===== src/rtl/simple_memory_arbiter.sv =====
// Arbitrates one simple_memory between the instruction-fetch port (I) and the load/store port (D).
// A D write and a non-overlapping I read share a cycle; contended reads alternate round-robin.
module simple_memory_arbiter #(
  parameter int unsigned pWords = 32'd128
) (
  input  logic        iwClk,
  input  logic        iwnRst,
  input  logic        iwIReq,
  input  logic [31:0] iwIAddr,
  output logic        owIGnt,
  output logic        orIRvalid,
  output logic [31:0] owIRdata,
  input  logic        iwDReq,
  input  logic        iwDWe,
  input  logic [31:0] iwDAddr,
  input  logic [31:0] iwDWdata,
  input  logic [3:0]  iwDWstrb,
  output logic        owDGnt,
  output logic        orDRvalid,
  output logic [31:0] owDRdata,
  output logic        orDErr,
  output logic [31:0] owMemReadAddr,
  output logic [31:0] owMemWriteAddr,
  output logic [31:0] owMemWriteData,
  output logic [3:0]  owMemWstrb,
  input  logic [31:0] iwMemReadData
);

  localparam logic [32:0] cLastWord = 33'(pWords * 4 - 4);

  logic        wIInRange;
  logic        wDInRange;
  logic        wDRead;
  logic        wDWrite;
  logic [32:0] wIEnd;
  logic [32:0] wDEnd;
  logic [30:0] wIWordLo;
  logic [30:0] wIWordHi;
  logic [30:0] wDWordLo;
  logic [30:0] wDWordHi;
  logic        wOverlap;
  logic        wDReadGnt;
  logic        rLastRdD;
  logic        rIOutOfRange;
  logic        rDOutOfRange;

  // 33-bit compares so addresses near 2^32 cannot wrap into range
  assign wIInRange = ({1'b0, iwIAddr} <= cLastWord);
  assign wDInRange = ({1'b0, iwDAddr} <= cLastWord);
  assign wDRead    = iwDReq & ~iwDWe;
  assign wDWrite   = iwDReq & iwDWe;

  // Each 4-byte access touches at most two words; any shared word is a conflict
  assign wIEnd    = {1'b0, iwIAddr} + 33'd3;
  assign wDEnd    = {1'b0, iwDAddr} + 33'd3;
  assign wIWordLo = {1'b0, iwIAddr[31:2]};
  assign wIWordHi = wIEnd[32:2];
  assign wDWordLo = {1'b0, iwDAddr[31:2]};
  assign wDWordHi = wDEnd[32:2];
  assign wOverlap = (wIWordLo == wDWordLo) | (wIWordLo == wDWordHi) |
                    (wIWordHi == wDWordLo) | (wIWordHi == wDWordHi);

  always_comb begin
    owDGnt = 1'b0;
    owIGnt = 1'b0;
    if (wDWrite) begin
      owDGnt = 1'b1;
      owIGnt = iwIReq & ~wOverlap;
    end else if (wDRead && iwIReq) begin
      owDGnt = ~rLastRdD;
      owIGnt = rLastRdD;
    end else begin
      owDGnt = wDRead;
      owIGnt = iwIReq;
    end
  end

  assign wDReadGnt = owDGnt & wDRead;

  always_comb begin
    owMemReadAddr  = 32'd0;
    owMemWriteAddr = 32'd0;
    owMemWriteData = 32'd0;
    owMemWstrb     = 4'd0;
    if (owIGnt && wIInRange) begin
      owMemReadAddr = iwIAddr;
    end else if (wDReadGnt && wDInRange) begin
      owMemReadAddr = iwDAddr;
    end
    if (wDWrite) begin
      owMemWriteAddr = iwDAddr;
      owMemWriteData = iwDWdata;
      owMemWstrb     = wDInRange ? iwDWstrb : 4'd0;
    end
  end

  always_ff @(posedge iwClk or negedge iwnRst) begin
    if (!iwnRst) begin
      orIRvalid    <= 1'b0;
      orDRvalid    <= 1'b0;
      orDErr       <= 1'b0;
      rLastRdD     <= 1'b0;
      rIOutOfRange <= 1'b0;
      rDOutOfRange <= 1'b0;
    end else begin
      orIRvalid    <= owIGnt;
      orDRvalid    <= wDReadGnt;
      orDErr       <= owDGnt & ~wDInRange;
      rIOutOfRange <= owIGnt & ~wIInRange;
      rDOutOfRange <= wDReadGnt & ~wDInRange;
      if (wDReadGnt) begin
        rLastRdD <= 1'b1;
      end else if (owIGnt) begin
        rLastRdD <= 1'b0;
      end
    end
  end

  assign owIRdata = (orIRvalid && !rIOutOfRange) ? iwMemReadData : 32'd0;
  assign owDRdata = (orDRvalid && !rDOutOfRange) ? iwMemReadData : 32'd0;

endmodule


===== config.mk =====
export PLATFORM = sky130hd
export DESIGN_NAME = simple_memory_arbiter
export DESIGN_NICKNAME = d
export VERILOG_FILES = /design/src/rtl/simple_memory_arbiter.sv
export SDC_FILE = /design/constraint.sdc
export NUM_CORES = 1
export LEC_CHECK = 0
export CORE_AREA = 4 4 118 120
export DETAILED_ROUTE_END_ITERATION = 8
export DIE_AREA = 0 0 122 124
export PLACE_DENSITY = 0.75
export SKIP_CTS_REPAIR_TIMING = 1
export SLEW_MARGIN = 15
export SYNTH_ARGS = -nofsm -noshare
export SYNTH_HDL_FRONTEND = slang
export SYNTH_SLANG_ARGS = --single-unit
export TNS_END_PERCENT = 1

===== constraint.sdc =====
create_clock -name iwClk -period 3.87 [get_ports iwClk]
set_input_delay 0.774 -clock iwClk [delete_from_list [all_inputs] [get_ports iwClk]]
set_output_delay 0.774 -clock iwClk [all_outputs]
set_load 0.05 [all_outputs]

==> flow_metrics.py <==
metrics = {
    "floorplan": {
        "die_w_um": 122,
        "initial_core_util_pct": 27.6,
        "die-area_mm2": 0.0151,
        "placement_rows": 42,
        "core_mm2": 0.0130,
        "chipHeight_um": 124,
        "io_pins": 306,
    },
    "power_and_ir_drop": {
        "seq_power_share_pct": 5.5,
        "p_int_uw": 644,
        "p_leak_uw": 0.00388,
        "power_uw": 1270,
        "ir_drop_uv": 123,
        "clockPowerShare_pct": 13.0,
        "power_density_mw_per_mm2": 153,
        "swShare_pct": 49.3,
        "switchingPower_uw": 628,
        "combPwrFrac_pct": 81.5,
    },
    "flow_run": {
        "cap_violations": 0,
    },
    "timing": {
        "report.final.slew_viol_count": 0,
        "rsz0062_at_grt": "yes",
        "finalSetupViolCount": 10,
        "post-route-min-period_ps": 4220,
        "fin_crit_sh_pct": 109,
        "maxSlewHeadroom_pct": 60.3,
        "fmax_mhz": 237,
        "worstMarginPinSlew_ps": 596,
        "fin_ws_ps": -354,
        "fin_skew_ps": 1.14,
        "final-hold-violation-count": 0,
    },
    "run_status": {
        "failed_checks": "setup timing",
        "status": "finished, violations left",
    },
    "cts": {
        "clock_latency_ps": 230,
        "cts.clk_slew.worst_paths_ps": 30,
        "cts-htree-levels": 1,
        "cts_buffer_depth": 2,
        "cts_tree": "yes",
        "cts.sinks": 6,
        "cts-root-buf": "clkbuf_16",
        "cts_buffers": 3,
    },
    "global_routing": {
        "grt_pass1_wl_mm": 28.3,
        "first_global_vias": 5240,
        "grt_max_degree": 47,
        "grt_antenna_before_repair": 0,
        "grt.total_usage_pct": 23.4,
        "globalRoute.totalOverflow": 0,
    },
    "worst_setup_path": {
        "reg2reg_setup_slack_ps": 2740,
        "cp-end-kind": "primary output",
        "worstPathRequired_ps": 3100,
        "r2r_start": "rLastRdD",
        "cp-endpoint": "owMemReadAddr[1]",
        "cp.arrival_ps": 3450,
        "reg2reg_to": "orIRvalid",
        "startpoint_type": "primary input",
        "max_stage_delay_ps": 550,
        "cp_slowest_cell": "or4_4",
        "crit_chain": "dlymetal6s2s_1 -> and4_4 -> nand4_4 -> or4_4 -> a21oi_4 -> o22ai_2 -> a2111oi_2 -> nand4_1 -> a41o_4 -> a22o_4 -> buf_8",
        "crit_fanout": 5,
        "path_class": "primary input to primary output",
        "reg2regPathDepth": 5,
        "startpoint": "iwIAddr[17]",
    },
    "detailed_routing": {
        "avgViaCountPerCell": 5.06,
        "wirelength_mm": 20.8,
        "routedWlPerCell_um": 18.5,
        "drc": 0,
        "drtAntennaViolNets": 0,
        "first_iter_violations": 389,
        "routed-via-count": 5686,
        "dr.pass1.iters": 5,
    },
    "final_layout": {
        "layout_commonest_cell": "clkdlybuf4s50_1",
        "drive_above_1_share_pct": 28.9,
        "layout_common_cells": "clkdlybuf4s50_1 (212), buf_4 (157), and2_1 (73)",
        "syn2layout_area_growth_pct": 132,
        "seq_area_um2": 150,
        "final_area_mm2": 0.00832,
        "final_nets": 1086,
        "diodes": 0,
        "fillers": 1138,
        "finalNonFillerCells": 1123,
        "multi_input_area_mm2": 0.00361,
    },
    "yosys": {
        "netlist_area_mm2": 0.00358,
        "yosys.area_share.simple_pct": 54.1,
        "synthCells": 545,
        "ys_seq_area_share_pct": 4.19,
        "synth_warnings": 0,
        "async_reset_ff_share_pct": 100,
        "synth_top_family_by_area": "simple AND/OR/NAND/NOR gates",
        "synth_compound_area_share_pct": 14.5,
        "yosysUniqueCellTypes": 58,
        "synth_xor_area_share_pct": 13.0,
        "synth_edf_count": 0,
        "yosys-mux-area-fraction_pct": 2.38,
        "ys.flop_type": "dfrtp_1",
        "synthAdderAreaFrac_pct": 0,
        "ys_ff_latch": 6,
        "syn_avg_cell_area_um2": 6.57,
    },
    "place": {
        "dp.cells": 1106,
        "place_area_mm2": 0.00755,
        "dp_hpwl_mm": 16.9,
        "portBuffers": 282,
        "gp_congestion": 0.961,
    },
    "worst_hold_path": {
        "hold_depth": 1,
        "min_path_type": "flip-flop to flip-flop",
    },
}
[cell usage after synthesis, types with 4 or more instances]
cell | number | area share [%]
and3_1 | 68 | 12
mux2i_1 | 4 | 1.1
o211ai_1 | 4 | 0.84
nand2b_1 | 4 | 0.70
nor2b_1 | 7 | 1.2
xnor2_1 | 39 | 9.5
nand4_1 | 24 | 4.2
nand2_1 | 29 | 3.0
a21oi_1 | 14 | 2.0
clkbuf_1 | 31 | 3.2
o21ai_0 | 12 | 1.7
and4_1 | 6 | 1.5
or4_1 | 4 | 0.84
nor4_1 | 23 | 4.0
or3_1 | 4 | 0.70
and2_1 | 74 | 13
a22o_1 | 11 | 2.7
buf_2 | 14 | 2.0
nor3_2 | 4 | 1.1
nor3_1 | 11 | 1.5
o22ai_1 | 4 | 0.70
nor2_1 | 21 | 2.2
dfrtp_1 | 6 | 4.2
inv_1 | 13 | 1.4
nand3_1 | 27 | 3.8
nor3b_1 | 6 | 1.3
nand3b_1 | 4 | 0.84
xor2_1 | 14 | 3.4
buf_4 | 23 | 4.8
[through the flow]
stage	hold WS (ps)	setup slack (ps)	utilization [%]	TNS (ps)
2_1_floorplan	465	31.7	-	0
3_3_place_gp	496	-825	58.2	-7870
3_5_place_dp	493	-833	58.2	-7910
4_1_cts	505	-857	58.8	-8150
5_1_grt	560	-456	64.1	-4130
6_report	505	-354	64.1	-3130
[worst min path at each step]
stage,startpoint,end,slack (ps)
floorplan,rLastRdD,rLastRdD,460
detailed placement,rLastRdD,rLastRdD,490
global placement,rLastRdD,rLastRdD,500
global route,rLastRdD,rLastRdD,560
CTS,rLastRdD,rLastRdD,510
finish,rLastRdD,rLastRdD,510
[sequential cells by signal, indices dropped and copies added, names as in the netlist]
register,flops
rIOutOfRange,1
rLastRdD,1
orDErr,1
orIRvalid,1
orDRvalid,1
rDOutOfRange,1
[cell families (layout without fill, tap and decap cells)]
family,after synthesis,in the layout
compound gates,71,72
xor+xnor,53,53
buf+inv,83,462
flops,6,6
mux,8,8
other cells,1,23
simple gates,323,323
[critical path: cells and delay by family]
kind,cells,cell delay [ps]
AO/OA/AOI/OAI,5,1210
AND/OR/NAND/NOR,4,1200
buffers and inverters,2,260
[power by group through the flow]
stage                     clock network, µW  registers, µW  logic, µW
final                                   165           70.4       1040
after global routing                    169           71.3       1090
after CTS                               166           70.5        990
after detailed placement                  0           71.0        986
after global placement                    0           71.0        984
after floorplan                           0           79.1        521
[metal layers]
layer / share of wire [%] / track usage (%) / up-vias / wire length, µm
met5: 0 / 0 / - / 0
met1: 38 / 27.7 / 2648 / 7900
met3: 7.0 / 4.18 / 46 / 1450
met4: 2.6 / 4.76 / 0 / 534
met2: 52 / 44.0 / 256 / 10900
li1: - / - / 2736 / -
[area by class of cell]
class | count | area share (%)
inverter | 13 | 0.587
clock buffer | 3 | 0.903
timing repair buffer | 446 | 50.7
tap | 176 | 2.65
multi-input combinational | 479 | 43.4
sequential | 6 | 1.81
No activity file was read; power rests on OpenSTA's default activity.
